--- src/rtl/mul_pkg.sv ---
// rtl/mul_pkg.sv - shared width constant and control-strobe bundle for the multiplier
package mul_pkg;

  localparam int MUL_W = 16;

  typedef struct packed {
    logic lda;
    logic ldb;
    logic ldp;
    logic clrp;
    logic decb;
  } mul_ctrl_t;

endpackage

--- src/rtl/mul_down_counter.sv ---
// rtl/mul_down_counter.sv - loadable down counter that saturates at zero
import mul_pkg::*;

module mul_down_counter #(
  parameter int W = MUL_W
) (
  input  logic         clk,
  input  logic         rst,
  input  logic         load,
  input  logic         dec,
  input  logic [W-1:0] din,
  output logic [W-1:0] q,
  output logic         zero
);

  assign zero = (q == '0);

  // Load beats decrement; decrement never wraps past zero.
  always_ff @(posedge clk or posedge rst) begin
    if (rst) begin
      q <= '0;
    end else if (load) begin
      q <= din;
    end else if (dec && !zero) begin
      q <= q - 1'b1;
    end
  end

endmodule

--- src/rtl/mul_datapath.sv ---
// rtl/mul_datapath.sv - repeated-addition multiplier datapath (A, B counter, P); MUL_DP_OVF_EN adds sticky overflow
import mul_pkg::*;

module mul_datapath #(
  parameter int W = MUL_W
) (
  input  logic         clk,
  input  logic         rst,
  input  logic [W-1:0] data_in,
  input  logic         lda,
  input  logic         ldb,
  input  logic         ldp,
  input  logic         clrp,
  input  logic         decb,
  output logic         done,
  output logic [W-1:0] product,
  output logic         ovf
);

  logic [W-1:0] a;
  logic [W-1:0] b;
  logic [W-1:0] p;

  assign product = p;

  always_ff @(posedge clk or posedge rst) begin
    if (rst) begin
      a <= '0;
    end else if (lda) begin
      a <= data_in;
    end
  end

  mul_down_counter #(.W(W)) u_b (
    .clk  (clk),
    .rst  (rst),
    .load (ldb),
    .dec  (decb),
    .din  (data_in),
    .q    (b),
    .zero (done)
  );

  // The B != 0 gate swallows the controller's trailing add after done rises.
`ifdef MUL_DP_OVF_EN
  logic [W:0] sum;
  assign sum = {1'b0, p} + {1'b0, a};

  always_ff @(posedge clk or posedge rst) begin
    if (rst) begin
      p   <= '0;
      ovf <= 1'b0;
    end else if (clrp) begin
      p   <= '0;
      ovf <= 1'b0;
    end else if (ldp && !done) begin
      p <= sum[W-1:0];
      if (sum[W]) begin
        ovf <= 1'b1;
      end
    end
  end
`else
  assign ovf = 1'b0;

  always_ff @(posedge clk or posedge rst) begin
    if (rst) begin
      p <= '0;
    end else if (clrp) begin
      p <= '0;
    end else if (ldp && !done) begin
      p <= p + a;
    end
  end
`endif

endmodule

--- config.mk ---
export PLATFORM = sky130hd
export DESIGN_NAME = mul_datapath
export DESIGN_NICKNAME = d
export VERILOG_FILES = /design/src/rtl/mul_pkg.sv /design/src/rtl/mul_down_counter.sv /design/src/rtl/mul_datapath.sv
export SDC_FILE = /design/constraint.sdc
export NUM_CORES = 1
export LEC_CHECK = 0
export BUFFER_PORTS_ARGS = -buffer_cell sky130_fd_sc_hd__buf_2
export CORE_MARGIN = 4
export CORE_UTILIZATION = 45
export CTS_CLUSTER_SIZE = 40
export DETAILED_ROUTE_END_ITERATION = 12
export HOLD_SLACK_MARGIN = 0.03
export PLACE_DENSITY = 0.66
export SYNTH_ARGS = -nofsm -noshare
export SYNTH_HDL_FRONTEND = slang
export SYNTH_HIERARCHICAL = 1
export SYNTH_SLANG_ARGS = --single-unit
--- constraint.sdc ---
create_clock -name clk -period 4.91 [get_ports clk]
set_input_delay 0.491 -clock clk [delete_from_list [all_inputs] [get_ports clk]]
set_output_delay 0.491 -clock clk [all_outputs]
set_load 0.02 [all_outputs]
* Yosys cells after proc, flatten, opt, wreduce, memory -nomap -nowiden *
Cells that the tools add are included.
Widths: inputs -> output; s select.

operators by class
  add/subtract/negate cells = 2
  muxes and demuxes = 4
  reductions and logical operators = 6

operator list
  operator               number
  $mux 16                4
  $add 16x16->16         1
  $logic_not 16->1       1
  $sub 16x1->16 const B  1
  $reduce_bool 2->1      2
  $logic_and 1x1->1      2
  $logic_not 1->1        1

storage, ports and cells
  register bits = 48
  word-level logic and storage cells = 15

* Depth between registers and ports, before layout *
  word-level depth = 5
  mapped depth = 11
  mapped depth without buffers = 9

* By module *
The synthesis kept the hierarchy.

by module, submodules not included
  module            instances  cells each  area an instance (sq um)
  mul_datapath      1          200         1,988.2
  mul_down_counter  1          125         1,097.3

* Worst setup path after synthesis *
No wires, ideal clock.

  kind = flip-flop to flip-flop
  start point = reg u_b.q[0]
  end point = reg p[15] (netlist: product[15])
  arrival time = 2.340 ns
  setup slack = 2.492 ns
  stages on the path, launching flop included = 12
  path buffers = 2
  cell sequence = dfrtp_1 > inv_1 > ha_1 > nor4b_1 > nand4_4 > inv_2 > buf_6 > nand2b_1 > clkbuf_1 > a211oi_1 > or3_1 > a21oi_1

on the way
  word-level cells in the longest chain between the ends = 4

ends and longest elaborated chain
  what                         line                    RTL
  start, declared              mul_down_counter.sv:12  output logic [W-1:0] q,
  start signal, assigned       mul_down_counter.sv:23  q <= din;
  start signal, assigned       mul_down_counter.sv:25  q <= q - 1'b1;
  $logic_not 16->1             mul_down_counter.sv:16  assign zero = (q == '0);
  via done                     mul_datapath.sv:15      output logic done,
  $logic_not 1->1              mul_datapath.sv:71      end else if (ldp && !done) begin
  $logic_and 1x1->1            mul_datapath.sv:71
  $reduce_bool 2->1 (no line)  -
  end signal, assigned         mul_datapath.sv:72      p <= p + a;
  end, declared                mul_datapath.sv:22      logic [W-1:0] p;

The timed path passes the listed nets, and every way through them passes these cells.
A chain may end at the register's enable or synchronous reset.

* Final worst setup path *
  start point = reg u_b.q[0]
  end point = reg p[15] (netlist: product[15])

on the way
  word-level cells in the longest chain between the ends = 4

ends and longest elaborated chain
  what                         line
  $logic_not 16->1             mul_down_counter.sv:16
  $logic_not 1->1              mul_datapath.sv:71
  $logic_and 1x1->1            mul_datapath.sv:71
  $reduce_bool 2->1 (no line)  -

No other way between the ends.

==> flow_results.org <==
** Setup path
- Worst Path Max Fanout :: 18
- CP startpoint :: u_b/q[0]
- The worst setup path is of the reg -> reg kind.
- The worst setup path is launched from a register.
- The worst register-to-register path ends at product[15].
- Following the worst setup path forward leads to its endpoint at product[15].
- STA classifies the critical path endpoint as a register.
- Number of cells on the worst reg-to-reg path :: 9
- Data required time of the critical path :: 5.13 ns
- Reg-to-reg setup timing slack :: 1.95 ns
- Arrival time worst endpoint :: about 3.2 ns
- The worst register-to-register path begins at u_b/q[0].

** Floorplan
- FP Rows :: 29
- Count of pins on the block boundary :: between 40 and 50
- From bottom edge to top edge, the die measures between 90 and 100 um.
- Overall die width :: between 90 and 100 um
- The die covers approximately 8200 um2.
- Area of the core region :: approximately 6500 um2
- Starting density of the core :: approximately 48%

** Timing
- Max-slew violation total from the final report :: 0
- Max Clock Freq :: roughly 340 MHz
- Setup repair after global routing left no endpoint under its margin.
- Portion of the clock cycle consumed by the worst path in the final layout :: between 60% and 70%
- Setup violations remaining at the end of the flow were counted as 0.
- Counting I/O delays and the setup requirement, the final critical path takes around 3 ns.
- The clock arrives with around 0.0064 ns of skew.
- At the pin with the least slew margin, the transition time is between 1 and 1.5 ns.
- Sum Neg Setup Slack :: 0 ns
- The hold violation total from the final report came to 0.
- The worst pin sits at a relative slew slack of ~30%.

** Global route
- Pin count of the biggest net entering global routing :: 32
- Wire length of the first global-routing pass :: ~12000 um
- Leftover overflow at the end of global routing :: 0
- All-layer global routing usage :: a little under a fifth
- Initial antenna violation count :: 0
- The number of global-route vias before repair came to 2568.

** Synth
- Synth area leader :: dfrtp_1
- Each instance of the synthesized netlist takes up on average between 9 and 10 um2.
- Summing every instance area after synthesis gives between 3000 and 4000 um2.
- Synth top area cells :: dfrtp_1 (39%), ha_1 (6.5%), mux2_2 (5.8%)
- Synthesis-stage register bit count :: 48
- The commonest cells after synthesis are dfrtp_1 (48), nand2_1 (31), nor2_1 (26).
- Nets in the synthesized netlist :: between 300 and 400
- Part of the Yosys area used for sequential elements :: 38.9%
- Post-synth top area share :: about two fifths
- Yosys Warn Count :: 6
- Distinct cells, synth :: 58
- The most used flip-flop cell after synthesis is dfrtp_1.
- Top-count cell post-synth :: dfrtp_1
- Number of instances in the synthesized netlist :: roughly 330
- Fraction of registers with async set/reset :: 100%
- The synthesized design contains 0 enable-type register cells.

** Drt
- Violation count after the first detailed-route iteration :: ~160
- Using the TritonRoute via totals, the vias-per-cell ratio works out to between 5 and 6.
- Via count :: about 2600
- Summed over all layers, the routed wires come to about 7300 um.
- DRC errors left :: 0
- Antenna Violating Nets Remaining :: 0
- For this run, the detailed router's first-pass iteration total came to 4.
- Dividing the detail-routed wire length by the instance count gives 16.8 um.

** CTS
- Clock slew at reported path FFs :: 0.09 ns
- Clock latency on the worst-skew pair, taken at its later pin, is about 0.30 ns.
- CTS placed an instance of clkbuf_8 at the clock tree root.
- Once the clock tree was built, the resizer swapped 0 gates to a different size.
- Buffers added to address setup during post-CTS repair amount to 0.
- Depth of the CTS H-tree :: 2
- Hold buffers post-CTS :: 1
- TritonCTS built the clock tree.
- Worst-case clock buffer depth :: 2
- Clock tree synthesis found a total of 48 sinks.
- Buffers inserted during clock tree synthesis total 5.

** Min path
- The min-delay analysis places its worst path in the category in -> reg.
- Hold Path Depth :: 3

** Finish
- In the final layout, the share of cells above drive strength 1 is a little over a fifth.
- The number of antenna diodes in the final layout is 0.
- Non-filler instance count after layout :: 435
- The net count of the finished layout is ~400.
- Compared with the post-synthesis result, the final layout area differs by 10.4%.
- Fin area :: about 3400 um2
- Final standard cell utilization of the core :: ~52%

** Placement
- Including well taps, the total number of placed cells is around 430.
- Routability-driven placement finished with a final weighted congestion of around 0.89.
- Buffers placed on the I/O ports in this run total 39.
- Once placement finished, the instance area stood at approximately 3300 um2.
- Once detailed placement completed, the half-perimeter wirelength came to about 5400 um.

** Power and ir drop
- Pwr Density :: about 330 nW/um2
- Total power of the final layout :: around 1.1 mW
- Across the VDD grid, the largest voltage drop is ~0.00016 V.
- Static leakage :: between 1.5 and 2 nW

** Job
- Max-capacitance violation count :: 0

** Outcome
- Result of the run :: finished, final reports clean
[per-layer routing]
| layer | routed length, um | track usage (%) | vias to the layer above |
|---|---|---|---|
| met2 | 3260 | 28.1 | 61 |
| met5 | 0 | 0 | - |
| met4 | 121 | 5.53 | 0 |
| met1 | 3630 | 25.8 | 1218 |
| met3 | 303 | 3.33 | 10 |
| li1 | - | - | 1261 |
[final cells by class]
class / instances / area (um2)
tap: 77 / 96.3
inverter: 11 / 41.3
clock buffer: 6 / 82.6
timing repair buffer: 41 / 213
multi-input combinational: 250 / 1760
fill: 618 / 3090
sequential: 48 / 1200
clock inverter: 2 / 10.0
[logic make-up (layout without fill, tap and decap cells)]
group | count (synthesis) | count (layout) | share of synthesized area, %
compound gates | 83 | 83 | 17.9
fa+ha+maj | 17 | 17 | 7.14
simple gates | 120 | 120 | 22.2
xor+xnor | 9 | 9 | 2.55
buf+inv | 27 | 60 | 3.97
mux | 20 | 20 | 7.18
other cells | 1 | 1 | 0.122
flops | 48 | 48 | 38.9
[flip-flops by register name, indices dropped and copies added (netlist names)]
name     count
u_b/q       16
a           16
product     16
[metrics by stage]
stage                     hold slack, ns  setup WS (ns)
after global placement             0.345           2.15
after floorplan                    0.405           2.49
after detailed placement           0.351           1.97
after global routing               0.439           1.76
final                              0.424           1.95
after CTS                          0.412           1.94
[placed cells by master, fill, tap and decap left out, types with 8 or more instances in the layout]
cell type / n
dfrtp_1: 48
buf_2: 39
nand2_1: 31
nor2_1: 26
a21oi_1: 22
o21ai_0: 17
mux2_2: 16
ha_1: 16
inv_1: 9
a21o_1: 8
nand3_1: 8
[worst min path at each step]
stage,start,to,slack (ns)
CTS,data_in[3],u_b/q[3],0.41
detailed placement,rst,a[2],0.35
floorplan,rst,u_b/q[0],0.40
global placement,rst,a[2],0.34
finish,data_in[3],u_b/q[3],0.42
global route,data_in[1],a[1],0.44
[worst max-delay path, stage by stage (launching register included)]
cell,delay (ns)
dfrtp_1,0.41
inv_1,0.12
ha_1,0.23
nor4b_1,0.45
nand4_4,0.19
inv_2,0.22
nand2b_1,0.63
a211oi_1,0.13
or3_1,0.38
a21oi_1,0.13
[power by group]
| group | total [mW] | internal, mW | switching (mW) |
|---|---|---|---|
| sequential | 0.492 | 0.442 | 0.0496 |
| clock | 0.246 | 0.113 | 0.134 |
| combinational | 0.375 | 0.159 | 0.216 |
No activity file was read; power rests on OpenSTA's default activity.
